$ cat config.mk
export PLATFORM = sky130hd
export DESIGN_NAME = logic_result_stage
export DESIGN_NICKNAME = d
export VERILOG_FILES = /design/src/rtl/logic_result_stage.sv
export SDC_FILE = /design/constraint.sdc
export NUM_CORES = 1
export LEC_CHECK = 0
export CAP_MARGIN = 20
export CORE_MARGIN = 1.5
export CORE_UTILIZATION = 53
export CTS_BUF_LIST = sky130_fd_sc_hd__clkbuf_16
export DETAILED_ROUTE_END_ITERATION = 10
export MAX_ROUTING_LAYER = met4
export PLACE_DENSITY = 0.82
export RECOVER_POWER = 100
export SLEW_MARGIN = 10
export SYNTH_ARGS = -nofsm -noshare
export SYNTH_HDL_FRONTEND = slang
export SYNTH_SLANG_ARGS = --single-unit
$ cat constraint.sdc
create_clock -name clk -period 2.16 [get_ports clk]
set_input_delay 0.432 -clock clk [delete_from_list [all_inputs] [get_ports clk]]
set_output_delay 0.432 -clock clk [all_outputs]
set_load 0.02 [all_outputs]
$ cat src/rtl/logic_result_stage.sv
// logic_result_stage
// Registered output stage behind logicUnit in the 4-bit ALU. It selects the
// AND/OR/XOR result requested by a one-hot opCode and computes zero, parity
// and illegal-op flags. Each result is queued in a small FIFO with a
// valid/ready handshake on both sides. A counter tracks accepted operations.
//
// Ports
//   clk, rst_n                     clock, async active-low reset
//   inValid / inReady              upstream handshake
//   opCode                         one-hot op: 001 AND, 010 OR, 100 XOR
//   resultA / resultO / resultX    parallel logic results
//   outValid / outReady            downstream handshake
//   outData, outOp                 head entry data and its opCode
//   outZero, outParity, outOpErr   head entry flags
//   opCount                        accepted entries, modulo 2^CNT_W
module logic_result_stage #(
    parameter int unsigned WIDTH = 4,
    parameter int unsigned DEPTH = 2,
    parameter int unsigned CNT_W = 8
) (
    input  logic             clk,
    input  logic             rst_n,
    input  logic             inValid,
    output logic             inReady,
    input  logic [2:0]       opCode,
    input  logic [WIDTH-1:0] resultA,
    input  logic [WIDTH-1:0] resultO,
    input  logic [WIDTH-1:0] resultX,
    output logic             outValid,
    input  logic             outReady,
    output logic [WIDTH-1:0] outData,
    output logic [2:0]       outOp,
    output logic             outZero,
    output logic             outParity,
    output logic             outOpErr,
    output logic [CNT_W-1:0] opCount
);

    localparam int unsigned PTR_W = (DEPTH > 1) ? $clog2(DEPTH) : 1;
    localparam int unsigned OCC_W = $clog2(DEPTH + 1);

    typedef struct packed {
        logic [WIDTH-1:0] data;
        logic [2:0]       op;
        logic             zero;
        logic             parity;
        logic             op_err;
    } entry_t;

    entry_t             r_mem [DEPTH];
    logic [PTR_W-1:0]   r_wr_ptr;
    logic [PTR_W-1:0]   r_rd_ptr;
    logic [OCC_W-1:0]   r_occ;
    logic               r_in_ready;
    logic               r_out_valid;
    logic [CNT_W-1:0]   r_op_cnt;

    entry_t             w_entry;
    logic               w_push;
    logic               w_pop;
    logic [OCC_W-1:0]   w_occ_nxt;

    assign w_push = inValid & r_in_ready;
    assign w_pop  = r_out_valid & outReady;

    // Result select and flags; an illegal opCode stores data 0 with op_err set.
    always_comb begin
        w_entry        = '0;
        w_entry.op     = opCode;
        case (opCode)
            3'b001:  w_entry.data = resultA;
            3'b010:  w_entry.data = resultO;
            3'b100:  w_entry.data = resultX;
            default: w_entry.op_err = 1'b1;
        endcase
        w_entry.zero   = (w_entry.data == '0);
        w_entry.parity = ^w_entry.data;
    end

    // Next occupancy from the push/pop pair.
    always_comb begin
        w_occ_nxt = r_occ;
        if (w_push && !w_pop) begin
            w_occ_nxt = r_occ + OCC_W'(1);
        end else if (w_pop && !w_push) begin
            w_occ_nxt = r_occ - OCC_W'(1);
        end
    end

    // Pointers, occupancy and handshake flags; flags are registered so that
    // inReady never depends combinationally on outReady.
    always_ff @(posedge clk or negedge rst_n) begin
        if (!rst_n) begin
            r_wr_ptr    <= '0;
            r_rd_ptr    <= '0;
            r_occ       <= '0;
            r_in_ready  <= 1'b1;
            r_out_valid <= 1'b0;
            r_op_cnt    <= '0;
        end else begin
            if (w_push) begin
                r_wr_ptr <= r_wr_ptr + PTR_W'(1);
                r_op_cnt <= r_op_cnt + CNT_W'(1);
            end
            if (w_pop) begin
                r_rd_ptr <= r_rd_ptr + PTR_W'(1);
            end
            r_occ       <= w_occ_nxt;
            r_in_ready  <= (w_occ_nxt < OCC_W'(DEPTH));
            r_out_valid <= (w_occ_nxt != '0);
        end
    end

    // Entry storage; cleared on reset so the head reads as all zeros.
    always_ff @(posedge clk or negedge rst_n) begin
        if (!rst_n) begin
            for (int i = 0; i < int'(DEPTH); i++) begin
                r_mem[i] <= '0;
            end
        end else if (w_push) begin
            r_mem[r_wr_ptr] <= w_entry;
        end
    end

    assign inReady   = r_in_ready;
    assign outValid  = r_out_valid;
    assign outData   = r_mem[r_rd_ptr].data;
    assign outOp     = r_mem[r_rd_ptr].op;
    assign outZero   = r_mem[r_rd_ptr].zero;
    assign outParity = r_mem[r_rd_ptr].parity;
    assign outOpErr  = r_mem[r_rd_ptr].op_err;
    assign opCount   = r_op_cnt;

endmodule

== Yosys cells after proc, flatten, opt, wreduce, memory -nomap -nowiden ==
Index checks and enable logic that the tools add are counted.

* Output and inout port bits: 20
* Register bits: 34
* Word-level logic and storage cells: 51

* Reduce and logical (&&, ||, !) cells: 9
* Bitwise operators: 4
* Magnitude comparators: 4
* Add/subtract/negate cells: 5
* Equal/unequal tests: 3
* Mux-type cells: 10

{| class="wikitable"
|+ Operators with widths
! cell !! count
|-
| $mux 10 || 4
|-
| $bwmux 20 || 1
|-
| $pmux 4 s3 || 1
|-
| $demux 10 s1 || 1
|-
| $add 8x1->8 const B || 1
|-
| $ge 2x2->1 const B || 2
|-
| $logic_not 4->1 || 1
|-
| $mux 2 || 2
|-
| $not 1->2 || 2
|-
| $reduce_xor 4->1 || 1
|-
| $eq 3x1->1 const B || 1
|-
| $eq 3x2->1 const B || 1
|-
| $eq 3x3->1 const B || 1
|-
| $logic_and 1x1->1 || 3
|-
| $reduce_or 3->1 || 1
|-
| $add 1x1->1 const B || 2
|-
| $add 2x1->2 const B || 1
|-
| $and 1x1->1 || 2
|-
| $logic_not 1->1 || 2
|-
| $lt 2x1->1 const B || 1
|-
| $lt 2x2->1 const B || 1
|-
| $reduce_bool 2->1 || 1
|-
| $sub 2x1->2 const B || 1
|-
| $mux 1 || 1
|}

== Depth between registers and ports, before layout ==
* Depth in word-level cells: 6
* Gate-level depth with buffers: 7

== Worst setup path after synthesis ==
OpenSTA, ideal clock, no wires.

* Path kind: input port to flip-flop
* Start: in opCode[1]
* End: reg r_mem[1] (netlist bit)
* Buffers on the path: 1
* Stages: 6
* Setup slack: 457 ps
* Required time: 2032 ps
* Arrival: 1575 ps
* Path through: buf_4 nor3b_4 a21oi_2 ha_1 xnor2_1 o21ai_0

* Word-level cells in the longest chain between the ends: 4
* Elaborated cells on any way between the ends: 6
* Classes of those cells: eq/ne (3); mux (2); reduce/logical (1)

{| class="wikitable"
|+ RTL lines
! what !! RTL line !! source
|-
| start, declared || 25 || <nowiki>input logic [2:0] opCode,</nowiki>
|-
| $eq 3x3->1 (tied with other cells) || 70 || <nowiki>case (opCode)</nowiki>
|-
| $pmux 4 s3 * || 70 ||
|-
| $reduce_xor 4->1 * || 77 || <nowiki>w_entry.parity = ^w_entry.data;</nowiki>
|-
| $bwmux 20 * || 121 || <nowiki>r_mem[r_wr_ptr] <= w_entry;</nowiki>
|-
| end signal, assigned by index || 121 ||
|-
| end, declared || 50 || <nowiki>entry_t r_mem [DEPTH];</nowiki>
|}

Every way passes the cells marked *; elsewhere a longest branch is shown, timed or not.
A chain may end at the register's enable or synchronous reset.

== Final worst setup path ==
* Start: reg r_rd_ptr
* End: out outOpErr

* Word-level cells in the longest chain between the ends: 4

{| class="wikitable"
|+ RTL lines
! what !! RTL line !! source
|-
| start, declared || 52 || <nowiki>logic [PTR_W-1:0] r_rd_ptr;</nowiki>
|-
| start signal, assigned || 106 || <nowiki>r_rd_ptr <= r_rd_ptr + PTR_W'(1);</nowiki>
|-
| $not 1->2 (implied by the code) || 131 || <nowiki>assign outOpErr = r_mem[r_rd_ptr].op_err;</nowiki>
|-
| $mux 10 (implied by the code) || 131 ||
|-
| $mux 10 (2 in a row) || -- ||
|-
| end, declared || 35 || <nowiki>output logic outOpErr,</nowiki>
|}

No other way between the ends. The select of a mux whose other input is x is not followed.

==> metrics.md <==
| Metric | Value |
|---|---|
| Status | completed |
| R2R Path Start | inReady |
| First-pass GRT wire length | 5680 microns |
| CTS clk-pin slew, worst paths | 0.05 ns |
| Gr ovfl total | 0 |
| IO Count | 39 |
| Mapped Cells | 146 |
| Hpwl dp | 2550 microns |
| Sequential share of the synthesized area | 51.6% |
| Ys Warns | 0 |
| CP Launch Point | r_rd_ptr |
| Max Fanout on Critical Path | 7 |
| Worst skew pair latency | 0.28 ns |
| Peak VDD IR | 888 uV |
| Core Area | 3000 sq um |
| Share of the synthesized area in the top cell type | 50.0% |
| Placed inst area | 2140 sq um |
| Die width | 58.8 microns |
| R2r setup slk | 0.40 ns |
| CTS resizes | 0 |
| Initial antenna violation count | 0 |
| Largest net degree at the start of global routing | 25 |
| Setup_tns | 0 ns |
| Pwr/cell area | 1440 nW/um^2 |
| Post-CTS setup buffer count | 0 |
| DRC viols | 0 |
| Routed Antenna Nets | 0 |
| Vias in the first global route | 1249 |
| Highest achievable clock rate | 471 MHz |
| CTS buffer count | 5 |
| H-tree depth | 2 |
| Cell taking the most area after synthesis | dfrtp_1 |
| Crit Reg-Reg Endpoint | r_mem[16] |
| Pleak | 1.03 nW |
| Via count | 1243 |
| Final setup violation count | 0 |
| Max Slew Vio Count | 0 |
| Wire per inst | 14.8 microns |
| Class of the worst hold path | reg -> reg |
| Yosys reg bits | 34 |
| Top cells by area, synth | dfrtp_1, mux2_2, nand2_1, xnor2_1, a32o_2 |
| Share of cells above drive strength 1 | 23.6% |
| DR iter-0 viols | 23 |
| Port Buffers | 38 |
| TritonCTS clock tree | built |
| Tot GR Track Use | 23.1% |
| CP required | 1.73 ns |
| Detailed Route WL | 3430 microns |
| Critical path data arrival time | 1.69 ns |
| Synthesized cell area | 1650 sq um |
| Clk_skew | 0.00440 ns |
| Kind of critical path | reg -> out |
| CP Capture Point | outOpErr |
| Least-Margin Pin Slew | 0.569 ns |
| Final Util | 75.8% |
| CTS Root Cell | clkbuf_16 |
| Hold_sp | opCount[7] |
| CTS Hold Buffers Added | 0 |
| Startpoint types | flip-flop |
| Period Utilization, post-route | 98.2% |
| Depth of the worst register-to-register path | 5 |
| Num rows | 20 |
| Max transition margin | 62.0% |
| Final Hold Fails | 0 |
| Post-route cell area | 2280 sq um |
| Die Y | 58.8 microns |
| Area grow syn2layout | 37.8% |
| Mapped Nets | 168 |
| Commonest non-fill, non-tap cell in the layout | dfrtp_1 |
| Die area | 3460 sq um |
| Hold depth | 1 |
| MaxCap Viol Count | 0 |
| Bufs on Longest Clock Path | 2 |
| Synth unique cells | 29 |
| CP endpoint kind | output pin |
| Total power | 3.27 mW |
| Most frequent cells in the layout | dfrtp_1, nand2_1, clkdlybuf4s50_1 |
| Syn Area/Cell | 11.3 sq um |
| Drt first pass iters | 4 |
| Starting Density | 55.0% |
| Diode count | 0 |
| CTS sink count | 34 |
| GPL Wtd Cong | 0.910 |
| Vias per inst | 5.36 |
| Nets | 220 |
| Final Critical Period | 2.12 ns |
| RSZ-0062 raised after global routing | false |
cell type report:
cell class              instances  area [sq um]
flip-flops and latches         34           852
multi-input cells             106           756
fillers                       209           727
repair buffers                 51           464
clock buffers                   5           125
well taps                      33          41.3
clock inverters                 3          37.5
per-stage QoR:
step	setup slack (ns)	cells	hold WS, ns
2_1_floorplan	0.457	146	0.136
3_3_place_gp	-0.0125	224	0.455
3_5_place_dp	-0.145	224	0.464
4_1_cts	0.0261	232	0.471
5_1_grt	0.000752	232	0.487
6_report	0.0389	232	0.468
worst min path at each step:
| stage | end | slack (ns) |
|---|---|---|
| 2_1_floorplan | opCount[0] | 0.14 |
| 3_3_place_gp | opCount[7] | 0.46 |
| 3_5_place_dp | opCount[7] | 0.46 |
| 4_1_cts | opCount[7] | 0.47 |
| 5_1_grt | opCount[7] | 0.49 |
| 6_report | opCount[7] | 0.47 |
flip-flops by register name, summed over array words and instances (netlist names):
name,count
r_mem,20
opCount,8
r_occ,2
inReady,1
outValid,1
r_rd_ptr,1
r_wr_ptr,1
metal layers:
layer / global-route usage (%) / wire length (microns) / vias to the layer above
met5: - / 0 / -
met4: 9.74 / 54 / 0
met3: 5.27 / 94 / 7
met2: 38.3 / 1900 / 17
met1: 26.8 / 1370 / 611
li1: - / - / 608
Yosys cell counts, drive strengths merged:
library cell and count:
buf 6, o21a 1, nand3 3, nor3b 1, nand4 3, nand2b 1, nor2 5, and3 1
xnor2 11, a22oi 1, o21ai 16, mux2 16, a32o 4, and2 1, dfrtp 33, nor2b 4
ha 3, nand2 27, and2b 1, a21oi 4, xor2 3, dfstp 1
critical path: stages (launching register included):
cell and delay, ns:
dfrtp_1 0.34, buf_4 0.17, mux2_2 0.35, clkdlybuf4s50_1 0.55
report_power, final:
| part | total [mW] | switching (mW) | internal [mW] |
|---|---|---|---|
| registers | 1.12 | 0.199 | 0.925 |
| logic | 1.37 | 0.677 | 0.691 |
| clock network | 0.782 | 0.247 | 0.535 |
| total | 3.27 | 1.12 | 2.15 |
cells by family (layout without fill, tap and decap cells):
group,count (synthesis),after routing,synth area share [%]
simple gates,47,47,13.9
mux,16,16,10.9
flops,34,34,51.6
xor+xnor,14,14,7.42
fa+ha+maj,3,3,2.27
buf+inv,6,59,2.42
compound gates,26,26,11.5
No activity file was read; power rests on OpenSTA's default activity.
